===== src/rtl/perf_counter_unit_pkg.sv =====
// Shared definitions for the performance-counter block: CSR map, event indices,
// mcountinhibit bit positions and default counter width.
package perf_pkg;

    localparam int CNT_W_DEF = 64;
    localparam int MAX_HPM   = 3;

    localparam logic [11:0] CSR_MCYCLE        = 12'hB00;
    localparam logic [11:0] CSR_MCYCLEH       = 12'hB80;
    localparam logic [11:0] CSR_MINSTRET      = 12'hB02;
    localparam logic [11:0] CSR_MINSTRETH     = 12'hB82;
    localparam logic [11:0] CSR_MHPMCOUNTER3  = 12'hB03;
    localparam logic [11:0] CSR_MHPMCOUNTER3H = 12'hB83;
    localparam logic [11:0] CSR_CYCLE         = 12'hC00;
    localparam logic [11:0] CSR_CYCLEH        = 12'hC80;
    localparam logic [11:0] CSR_INSTRET       = 12'hC02;
    localparam logic [11:0] CSR_INSTRETH      = 12'hC82;
    localparam logic [11:0] CSR_MCOUNTINHIBIT = 12'h320;

    // Counter slot order inside the unit; also the event-vector bit order.
    typedef enum logic [2:0] {
        EV_CYCLE   = 3'd0,
        EV_INSTRET = 3'd1,
        EV_STALL   = 3'd2,
        EV_FLUSH   = 3'd3,
        EV_LWSTALL = 3'd4
    } event_e;

    localparam int INH_CY   = 0;
    localparam int INH_IR   = 2;
    localparam int INH_HPM0 = 3;

    // mcountinhibit bit that gates counter slot idx (slot 1 skips the reserved bit 1).
    function automatic int inh_bit(input int idx);
        return (idx == 0) ? INH_CY : ((idx == 1) ? INH_IR : INH_HPM0 + idx - 2);
    endfunction

    // Writable mcountinhibit bits for a given number of event counters.
    function automatic logic [31:0] inh_mask(input int num_hpm);
        logic [31:0] m;
        m = 32'h0;
        m[INH_CY] = 1'b1;
        m[INH_IR] = 1'b1;
        for (int j = 0; j < MAX_HPM; j++) begin
            if (j < num_hpm) m[INH_HPM0 + j] = 1'b1;
        end
        return m;
    endfunction

endpackage


===== src/rtl/perf_counter_unit_if.sv =====
// CSR access port of the performance-counter block: request strobe, address and
// write data toward the unit; registered read data, valid and error back.
interface perf_counter_unit_if;

    logic        csr_en;
    logic        csr_we;
    logic [11:0] csr_addr;
    logic [31:0] csr_wdata;
    logic [31:0] csr_rdata;
    logic        csr_rvalid;
    logic        csr_err;

    modport master (
        output csr_en, csr_we, csr_addr, csr_wdata,
        input  csr_rdata, csr_rvalid, csr_err
    );

    modport slave (
        input  csr_en, csr_we, csr_addr, csr_wdata,
        output csr_rdata, csr_rvalid, csr_err
    );

endinterface


===== src/rtl/perf_counter_unit_counter.sv =====
// One CNT_W-bit event counter with split 32-bit low/high write ports.
// A write in the same cycle as an increment takes priority and the increment is lost.
module perf_counter
    import perf_pkg::*;
#(
    parameter int CNT_W = CNT_W_DEF
) (
    input  logic             clk,
    input  logic             rst_n,
    input  logic             inc_i,
    input  logic             inhibit_i,
    input  logic             wr_lo_i,
    input  logic             wr_hi_i,
    input  logic [31:0]      wdata_i,
    output logic [CNT_W-1:0] value_o
);

    logic [CNT_W-1:0] cnt_q;
    logic [CNT_W-1:0] cnt_d;

    always_comb begin
        cnt_d = cnt_q;
        if (wr_lo_i) begin
            cnt_d[31:0] = wdata_i;
        end else if (wr_hi_i) begin
            cnt_d[CNT_W-1:32] = wdata_i[CNT_W-33:0];
        end else if (inc_i && !inhibit_i) begin
            cnt_d = cnt_q + CNT_W'(1);
        end
    end

    always_ff @(posedge clk or negedge rst_n) begin
        if (!rst_n) begin
            cnt_q <= '0;
        end else begin
            cnt_q <= cnt_d;
        end
    end

    assign value_o = cnt_q;

endmodule


===== src/rtl/perf_counter_unit.sv =====
// Performance-counter unit: mcycle/minstret/mhpmcounter3..5 plus mcountinhibit
// behind a 1-cycle CSR port. Define PERF_HI_LATCH_EN for coherent lo/hi reads.
module perf_counter_unit
    import perf_pkg::*;
#(
    parameter int CNT_W   = CNT_W_DEF,
    parameter int NUM_HPM = 3
) (
    input  logic                clk,
    input  logic                rst_n,
    input  logic                retire_valid_i,
    input  logic                stall_f_i,
    input  logic                flush_e_i,
    input  logic                lw_stall_i,
    perf_counter_unit_if.slave  csr
);

    localparam int          NUM_CNT   = 2 + NUM_HPM;
    localparam logic [2:0]  NUM_CNT_L = 3'(NUM_CNT);
    localparam int          HI_W      = CNT_W - 32;
    localparam logic [31:0] INH_MASK  = inh_mask(NUM_HPM);

    logic [CNT_W-1:0]   cnt_val [NUM_CNT];
    logic [4:0]         ev_all;
    logic [NUM_CNT-1:0] ev;
    logic [NUM_CNT-1:0] wr_lo;
    logic [NUM_CNT-1:0] wr_hi;
    logic [NUM_CNT-1:0] inh;

    logic [31:0] inh_q;
    logic [31:0] rdata_q;
    logic [31:0] rdata_d;
    logic        rvalid_q;
    logic        err_q;
    logic        err_d;

    logic        inh_hit;
    logic        cnt_hit;
    logic        ro_hit;
    logic        hi_sel;
    logic [2:0]  sel;
    logic        legal;
    logic        wr_cnt;
    logic        rd_lo;
    logic [CNT_W-1:0] sel_val;
    logic [HI_W-1:0]  hi_src;

    always_comb begin
        ev_all             = '0;
        ev_all[EV_CYCLE]   = 1'b1;
        ev_all[EV_INSTRET] = retire_valid_i;
        ev_all[EV_STALL]   = stall_f_i;
        ev_all[EV_FLUSH]   = flush_e_i;
        ev_all[EV_LWSTALL] = lw_stall_i;
    end

    assign ev = ev_all[NUM_CNT-1:0];

    // Address decode: bit 7 selects the high half, bits [2:0] pick the counter.
    always_comb begin
        inh_hit = 1'b0;
        cnt_hit = 1'b0;
        ro_hit  = 1'b0;
        hi_sel  = csr.csr_addr[7];
        sel     = (csr.csr_addr[2:0] == 3'd0) ? 3'd0 : csr.csr_addr[2:0] - 3'd1;
        if (csr.csr_addr == CSR_MCOUNTINHIBIT) begin
            inh_hit = 1'b1;
        end else if (csr.csr_addr[11:8] == 4'hB && csr.csr_addr[6:3] == 4'h0 &&
                     csr.csr_addr[2:0] inside {3'd0, 3'd2, 3'd3, 3'd4, 3'd5}) begin
            cnt_hit = 1'b1;
        end else if (csr.csr_addr[11:8] == 4'hC && csr.csr_addr[6:2] == 5'h0 &&
                     csr.csr_addr[1:0] inside {2'd0, 2'd2}) begin
            cnt_hit = 1'b1;
            ro_hit  = 1'b1;
        end
    end

    assign legal  = inh_hit || (cnt_hit && (sel < NUM_CNT_L) && !(ro_hit && csr.csr_we));
    assign err_d  = csr.csr_en && !legal;
    assign wr_cnt = csr.csr_en && csr.csr_we && cnt_hit && legal;
    assign rd_lo  = csr.csr_en && !csr.csr_we && cnt_hit && legal && !hi_sel;

    for (genvar i = 0; i < NUM_CNT; i++) begin : g_cnt
        assign wr_lo[i] = wr_cnt && !hi_sel && (sel == 3'(i));
        assign wr_hi[i] = wr_cnt &&  hi_sel && (sel == 3'(i));
        assign inh[i]   = inh_q[inh_bit(i)];

        perf_counter #(
            .CNT_W (CNT_W)
        ) u_cnt (
            .clk       (clk),
            .rst_n     (rst_n),
            .inc_i     (ev[i]),
            .inhibit_i (inh[i]),
            .wr_lo_i   (wr_lo[i]),
            .wr_hi_i   (wr_hi[i]),
            .wdata_i   (csr.csr_wdata),
            .value_o   (cnt_val[i])
        );
    end

    always_comb begin
        sel_val = '0;
        for (int i = 0; i < NUM_CNT; i++) begin
            if (sel == 3'(i)) sel_val = cnt_val[i];
        end
    end

`ifdef PERF_HI_LATCH_EN
    logic [HI_W-1:0] hi_lat_q [NUM_CNT];

    always_ff @(posedge clk or negedge rst_n) begin
        if (!rst_n) begin
            for (int i = 0; i < NUM_CNT; i++) hi_lat_q[i] <= '0;
        end else if (rd_lo) begin
            for (int i = 0; i < NUM_CNT; i++) begin
                if (sel == 3'(i)) hi_lat_q[i] <= sel_val[CNT_W-1:32];
            end
        end
    end

    always_comb begin
        hi_src = '0;
        for (int i = 0; i < NUM_CNT; i++) begin
            if (sel == 3'(i)) hi_src = hi_lat_q[i];
        end
    end
`else
    logic unused_rd_lo;
    assign unused_rd_lo = rd_lo;
    assign hi_src       = sel_val[CNT_W-1:32];
`endif

    // Old-value semantics: rdata always reflects state before this cycle's update.
    always_comb begin
        rdata_d = '0;
        if (legal) begin
            if (inh_hit) begin
                rdata_d = inh_q;
            end else if (hi_sel) begin
                rdata_d = 32'(hi_src);
            end else begin
                rdata_d = sel_val[31:0];
            end
        end
    end

    always_ff @(posedge clk or negedge rst_n) begin
        if (!rst_n) begin
            inh_q    <= '0;
            rdata_q  <= '0;
            rvalid_q <= 1'b0;
            err_q    <= 1'b0;
        end else begin
            rvalid_q <= csr.csr_en;
            err_q    <= err_d;
            if (csr.csr_en) begin
                rdata_q <= rdata_d;
            end
            if (csr.csr_en && csr.csr_we && inh_hit) begin
                inh_q <= csr.csr_wdata & INH_MASK;
            end
        end
    end

    assign csr.csr_rdata  = rdata_q;
    assign csr.csr_rvalid = rvalid_q;
    assign csr.csr_err    = err_q;

endmodule


===== src/flat_wrapper.sv =====
// flat-port wrapper written by rule: the top's interface ports become plain ports
module perf_counter_unit_flat import perf_pkg::*;
#(
    parameter int CNT_W   = CNT_W_DEF,
    parameter int NUM_HPM = 3
)
  (clk, rst_n, retire_valid_i, stall_f_i, flush_e_i, lw_stall_i, csr_csr_en, csr_csr_we, csr_csr_addr, csr_csr_wdata, csr_csr_rdata, csr_csr_rvalid, csr_csr_err);
  perf_counter_unit_if csr_i ();
  input  logic clk;
  input  logic rst_n;
  input  logic retire_valid_i;
  input  logic stall_f_i;
  input  logic flush_e_i;
  input  logic lw_stall_i;
  input wire logic [$bits(csr_i.csr_en)-1:0] csr_csr_en;
  input wire logic [$bits(csr_i.csr_we)-1:0] csr_csr_we;
  input wire logic [$bits(csr_i.csr_addr)-1:0] csr_csr_addr;
  input wire logic [$bits(csr_i.csr_wdata)-1:0] csr_csr_wdata;
  output wire logic [$bits(csr_i.csr_rdata)-1:0] csr_csr_rdata;
  output wire logic [$bits(csr_i.csr_rvalid)-1:0] csr_csr_rvalid;
  output wire logic [$bits(csr_i.csr_err)-1:0] csr_csr_err;
  assign csr_i.csr_en = csr_csr_en;
  assign csr_i.csr_we = csr_csr_we;
  assign csr_i.csr_addr = csr_csr_addr;
  assign csr_i.csr_wdata = csr_csr_wdata;
  assign csr_csr_rdata = csr_i.csr_rdata;
  assign csr_csr_rvalid = csr_i.csr_rvalid;
  assign csr_csr_err = csr_i.csr_err;
  perf_counter_unit #(.CNT_W(CNT_W), .NUM_HPM(NUM_HPM)) u_core (.clk(clk), .rst_n(rst_n), .retire_valid_i(retire_valid_i), .stall_f_i(stall_f_i), .flush_e_i(flush_e_i), .lw_stall_i(lw_stall_i), .csr(csr_i));
endmodule

===== config.mk =====
export PLATFORM = sky130hd
export DESIGN_NAME = perf_counter_unit_flat
export DESIGN_NICKNAME = d
export VERILOG_FILES = /design/src/rtl/perf_counter_unit_pkg.sv /design/src/rtl/perf_counter_unit_if.sv /design/src/rtl/perf_counter_unit_counter.sv /design/src/rtl/perf_counter_unit.sv /design/src/flat_wrapper.sv
export SDC_FILE = /design/constraint.sdc
export NUM_CORES = 1
export LEC_CHECK = 0
export CAP_MARGIN = 20
export CORE_ASPECT_RATIO = 1.2
export CORE_MARGIN = 10
export CORE_UTILIZATION = 30
export CTS_CLUSTER_DIAMETER = 50
export DETAILED_ROUTE_END_ITERATION = 8
export PLACE_DENSITY = 0.51
export SKIP_LAST_GASP = 1
export SLEW_MARGIN = 20
export SYNTH_ARGS = -nofsm -noshare
export SYNTH_HDL_FRONTEND = slang
export SYNTH_SLANG_ARGS = --single-unit

===== constraint.sdc =====
create_clock -name clk -period 2.35 [get_ports clk]
set_input_delay 0.705 -clock clk [delete_from_list [all_inputs] [get_ports clk]]
set_output_delay 0.705 -clock clk [all_outputs]
set_load 0.01 [all_outputs]

[After elaboration in Yosys (flattened, before gate mapping)]
Index checks and enable logic that the tools add are counted.
Word-level totals
  register bits after elaboration: 359
  bits of input ports: 52
  output and inout bits: 34
  word-level logic and storage cells: 141
Operators by class
  add/sub/neg operators: 6
  $lt $le $gt $ge: 1
  equality and inequality tests: 19
  mux-type cells: 35
  bitwise gates (word level): 5
  reduce and logical (&&, ||, !) cells: 61
Operators by type and width (count)
  $mux 64: 10
  $mux 32: 18
  $add 64x1->64 const B: 5
  $logic_and 1x1->1: 28
  $reduce_and 2->1: 10
  $reduce_bool 2->1: 9
  $ne 2x2->1 const B: 7
  $eq 12x10->1 const B: 1
  $eq 3x2->1 const B: 4
  $eq 3x3->1 const B: 3
  $eq 4x4->1 const B: 2
  $logic_not 1->1: 7
  $logic_not 3->1: 2
  $mux 1: 6
  $logic_not 5->1: 1
  $not 1->1: 5
  $reduce_bool 5->1: 1
  $logic_not 4->1: 1
  $eq 3x1->1 const B: 1
  $lt 3x3->1 const B: 1
  $mux 3: 1
  $sub 3x1->3 const B: 1
  $eq 2x2->1 const B: 1
  $logic_not 2->1: 1
  $logic_or 1x1->1: 1

[Longest topological paths before layout]
  depth after elaboration: 15
  depth in mapped cells: 11
  depth with buffers taken out: 7

[Modules after synthesis]
From an unflattened synthesis, not the netlist that was laid out.
Second synthesis, totals
  cells, all modules: 3036
  area total of the unflattened synthesis: 24853.8 sq um
By module, submodules not included
  perf_counter (u_core.g_cnt[0].u_cnt ...): instances 4, cells an instance 487, area an instance 4016.4 sq um, sequential area each 1601.5 sq um
  perf_counter_unit: instances 1, cells an instance 567, area an instance 4503.1 sq um, sequential area each 975.9 sq um
  perf_counter (u_core.g_cnt[2].u_cnt): instances 1, cells an instance 521, area an instance 4285.4 sq um, sequential area each 1601.5 sq um

[Least setup slack after synthesis]
No wires, ideal clock.
  path kind: input to register
  start point: in csr_csr_addr[2]
  end point: reg u_core.g_cnt[1].u_cnt.cnt_q[40]
  library setup time: 137 ps
  arrival: 2690 ps
  required time: 2213 ps
  slack: -477 ps
  stages on the path: 9
  buffers on the path: 3
  cells stage by stage: clkbuf_1 -> or3b_2 -> nor4_2 -> a21o_1 -> clkbuf_1 -> nand2_1 -> clkbuf_1 -> a21oi_1 -> a21oi_1
On the way
  longest elaborated chain between the ends: 15
  elaborated cells between the ends (all ways): 36
  those cells by class: add/sub (1); order compare (1); eq/ne (6); mux (8); bitwise (1); reduce/logical (19)
RTL lines
  start, declared: line flat_wrapper.sv:17  | input wire logic [$bits(csr_i.csr_addr)-1:0] csr_csr_addr;
  parallel branches: the longest is 15 deep, another holds $sub 3x1->3
  end signal, assigned: line perf_counter_unit_counter.sv:36  | cnt_q <= cnt_d;
  end, declared: line perf_counter_unit_counter.sv:18  | logic [CNT_W-1:0] cnt_q;
Parallel ways; which one is timed is not known.
A chain may end at the register's enable or synchronous reset.

[Worst setup path in the final report]
  start point: reg u_core.g_cnt[0].u_cnt.cnt_q[0]
  end point: reg u_core.g_cnt[0].u_cnt.cnt_q[58]
On the way
  longest elaborated chain between the ends: 3
RTL lines
  start, declared: line perf_counter_unit_counter.sv:18
  start signal, assigned: line perf_counter_unit_counter.sv:36
  $add 64x1->64: line perf_counter_unit_counter.sv:28  | cnt_d = cnt_q + CNT_W'(1);
  $mux 64: line perf_counter_unit_counter.sv:27  | end else if (inc_i && !inhibit_i) begin
  $mux 32: line perf_counter_unit_counter.sv:25  | end else if (wr_hi_i) begin
No other way between the ends. The select of a mux whose other input is x is not followed.

==> flow_metrics.py <==
metrics = {
    "placement": {
        "gp_congestion": 1.034,
        "io_buffers": 85,
        "dp_slack_ns": -0.9311,
        "dp.final_hpwl_mm": 102.6,
    },
    "route": {
        "drcViolationCount": 0,
        "num_vias": 31260,
        "wl_per_cell_um": 28.05,
        "drt_pre_antenna_iters": 5,
        "final_antenna_net_count": 0,
        "drt_iter0_markers": 3573,
        "via_per_inst": 6.125,
        "drt_wl_total_mm": 143.1,
    },
    "setup_path": {
        "crit_top_cell": "or4_4",
        "worstPathCellList": "ha_2, inv_2, or4_4, or4_4, or4b_4, o22a_1, o21a_1",
        "crit_path_start_kind": "flip-flop",
        "cpPeakStageDelay_ns": 0.54,
        "cp.arrival_ns": 3.03,
        "critical-path-top-delay-family": "simple AND/OR/NAND/NOR gates",
        "endpoint_kind": "flip-flop",
        "crit_type": "flip-flop to flip-flop",
        "path_buf_inv": 1,
        "slowest_stage": "or4b_4",
        "worstPathRequired_ns": 2.88,
        "crit_path_max_fanout": 3,
    },
    "clock_tree": {
        "clock-root-buffer": "clkbuf_16",
        "cts_tree": "built",
        "numCtsBuffers": 60,
        "h-tree-depth": 2,
        "cts_num_sinks": 359,
        "clkTransAtPathRegs_ns": 0.05,
        "clock_path_buffers": 3,
        "insertion_delay_ns": 0.66,
    },
    "layout": {
        "final_core_util_pct": 43.81,
        "area_growth_pct": 44.12,
        "mostFrequentLayoutCells": "buf_4, a21oi_1, dfrtp_1",
        "n_fill_cell": 8368,
        "drive_gt1_share_pct": 26.63,
        "layout.nets": 3985,
        "final_common_cell": "buf_4",
    },
    "sta": {
        "setup_viol": 3,
        "hold_viol": 0,
        "max_clock_freq_ghz": 0.4000,
        "fin_hold_ws_ns": 0.5022,
        "slew_viol_final": 0,
        "final.min_clock_period_ns": 2.500,
        "layout_setup_ws_ns": -0.1501,
        "clock_skew_ns": 0.02844,
        "rsz0062_at_grt": "yes",
        "worst_pin_slew_ns": 0.9562,
        "slew_headroom_pct": 36.05,
        "period_share_pct": 106.4,
        "fin_setup_tns_ns": -0.2035,
    },
    "yosys": {
        "ys_seq_area_share_pct": 35.29,
        "synth_edf_count": 0,
        "syn_nets": 3351,
        "synth_ff_type": "dfrtp_1",
        "async_reset_ff_share_pct": 100.0,
        "ys.warnings.count": 0,
        "synth_seq_cells": 359,
        "syn-cell-area_mm2": 0.02546,
        "yosysUniqueCellTypes": 76,
        "synth_area_per_cell_um2": 7.728,
        "synthCells": 3294,
    },
    "run_status": {
        "violations": "negative setup slack",
        "status": "complete, but fails checks",
    },
    "power": {
        "vdd_ir_drop_max_uv": 569.2,
        "p_per_area_mw_per_mm2": 558.7,
        "leakagePower_nw": 15.46,
        "power.total_mw": 20.50,
    },
    "global_routing": {
        "grt_use_total_pct": 28.08,
        "antenna_found_initial": 6,
        "grt_max_degree": 67,
        "grt_pass1_wl_mm": 202.8,
        "grt-ovfl-total": 0,
        "grt_pass1_vias": 29170,
    },
    "min_path": {
        "hp-class": "flip-flop to flip-flop",
    },
    "floorplan": {
        "core_area_mm2": 0.08375,
        "die_h_um": 339.1,
        "io_pins": 86,
        "design.die.area_mm2": 0.09695,
        "die_x_um": 285.9,
        "fp-row-count": 116,
        "initial_core_util_pct": 30.40,
    },
    "flow_run": {
        "cap_viol_max_count": 0,
    },
}
==> power breakdown <==
group / switching, mW / internal [mW] / total [mW]
clock network: 3.61 / 5.83 / 9.44
logic: 2.44 / 1.59 / 4.03
registers: 0.422 / 6.60 / 7.03
total: 6.47 / 14.0 / 20.5
==> sequential cells by signal (all words and copies together) (netlist names) <==
name / flops
u_core.inh_q: 5
u_core.csr.csr_err: 1
u_core.csr.csr_rdata: 32
u_core.csr.csr_rvalid: 1
u_core.g_cnt.u_cnt.value_o: 320
==> layout make-up <==
cell class              count  area (µm²)  share of cell area [%]
diodes                      6       15.01                 0.04093
well taps                1121        1403                   3.823
inverters                  97       364.1                  0.9925
repair buffers            854        7946                   21.66
multi-input cells        2556       15890                   43.31
flip-flops and latches    359        8987                   24.50
clock inverters            32       432.9                   1.180
clock buffers              78        1649                   4.495
==> per-layer routing <==
metal	share of wire (%)	up-vias	track usage, %	wire length [µm]
met5	0	-	0	0
met2	44	1743	43.14	63070
met3	8.6	496	5.593	12370
li1	-	13860	-	-
met4	9.4	0	22.92	13510
met1	38	15160	33.63	54180
==> metrics by stage <==
step	instances	instance area, µm²
global route	5097	36670
CTS	5075	36140
floorplan	3294	26540
global placement	4944	33590
detailed placement	4944	33590
finish	5103	36690
==> cell usage after synthesis (24+ instances only) <==
master	number	area, µm²
or3_1	40	250.2
dfrtp_1	359	8984
and3_1	45	281.5
buf_2	24	120.1
buf_1	45	168.9
o31ai_1	53	397.9
o221ai_1	34	297.8
nor4_1	51	319.1
o22ai_1	144	900.9
nand4_1	120	750.7
mux2i_1	117	1171
nor2_1	219	822.0
inv_1	97	364.1
o32ai_1	27	236.5
a211o_1	25	219.0
nor3_1	87	435.4
nand3_1	175	875.8
o21ai_0	278	1391
and4_1	29	254.0
clkbuf_1	215	807.0
nand2_1	291	1092
a21oi_1	434	2172
==> final timing paths <==
kind | cells past startpoint | to | startpoint | slack [ns]
min in group asynchronous | 2 | u_core.g_cnt[0].u_cnt.value_o[14]$_DFFE_PN0P_ | rst_n | 0.55
worst min-delay path | 1 | u_core.csr.csr_rdata[30]$_DFFE_PN0P_ | u_core.csr.csr_rdata[30]$_DFFE_PN0P_ | 0.50
max in group asynchronous | 3 | u_core.g_cnt[4].u_cnt.value_o[29]$_DFFE_PN0P_ | rst_n | 1.07
worst max register to register | 7 | u_core.g_cnt[0].u_cnt.value_o[58]$_DFFE_PN0P_ | u_core.g_cnt[0].u_cnt.value_o[0]$_DFFE_PN0P_ | -0.15
worst max-delay path | 7 | u_core.g_cnt[0].u_cnt.value_o[58]$_DFFE_PN0P_ | u_core.g_cnt[0].u_cnt.value_o[0]$_DFFE_PN0P_ | -0.15
worst min register to register | 1 | u_core.csr.csr_rdata[30]$_DFFE_PN0P_ | u_core.csr.csr_rdata[30]$_DFFE_PN0P_ | 0.50
==> cell families (layout without fill, tap and decap cells) <==
logic type | count (synthesis) | after routing | share of synthesized area, %
buffers and inverters | 382 | 1061 | 5.756
XOR/XNOR | 12 | 12 | 0.4129
multiplexers | 125 | 125 | 4.955
AND/OR/NAND/NOR | 1174 | 1175 | 23.47
adder cells (fa/ha/maj) | 5 | 5 | 0.2458
other | 0 | 6 | 0
flip-flops | 359 | 359 | 35.29
AO/OA/AOI/OAI | 1237 | 1239 | 29.87
==> worst reg2reg max path, cell delays in order, from the launching register on <==
cell	delay (ns)
dfrtp_1	0.35
ha_2	0.19
inv_2	0.04
or4_4	0.53
or4_4	0.48
or4b_4	0.54
o22a_1	0.17
o21a_1	0.10
==> timing repair <==
item,4_1_cts,5_1_grt
pin swaps,12,31
gates resized for setup,53,60
buffers inserted,13,18
setup endpoints to repair,243,178
hold endpoints to repair,16,0
gates cloned,7,4
hold buffers,1,0
Note: power is estimated with default switching activity, not from simulation.
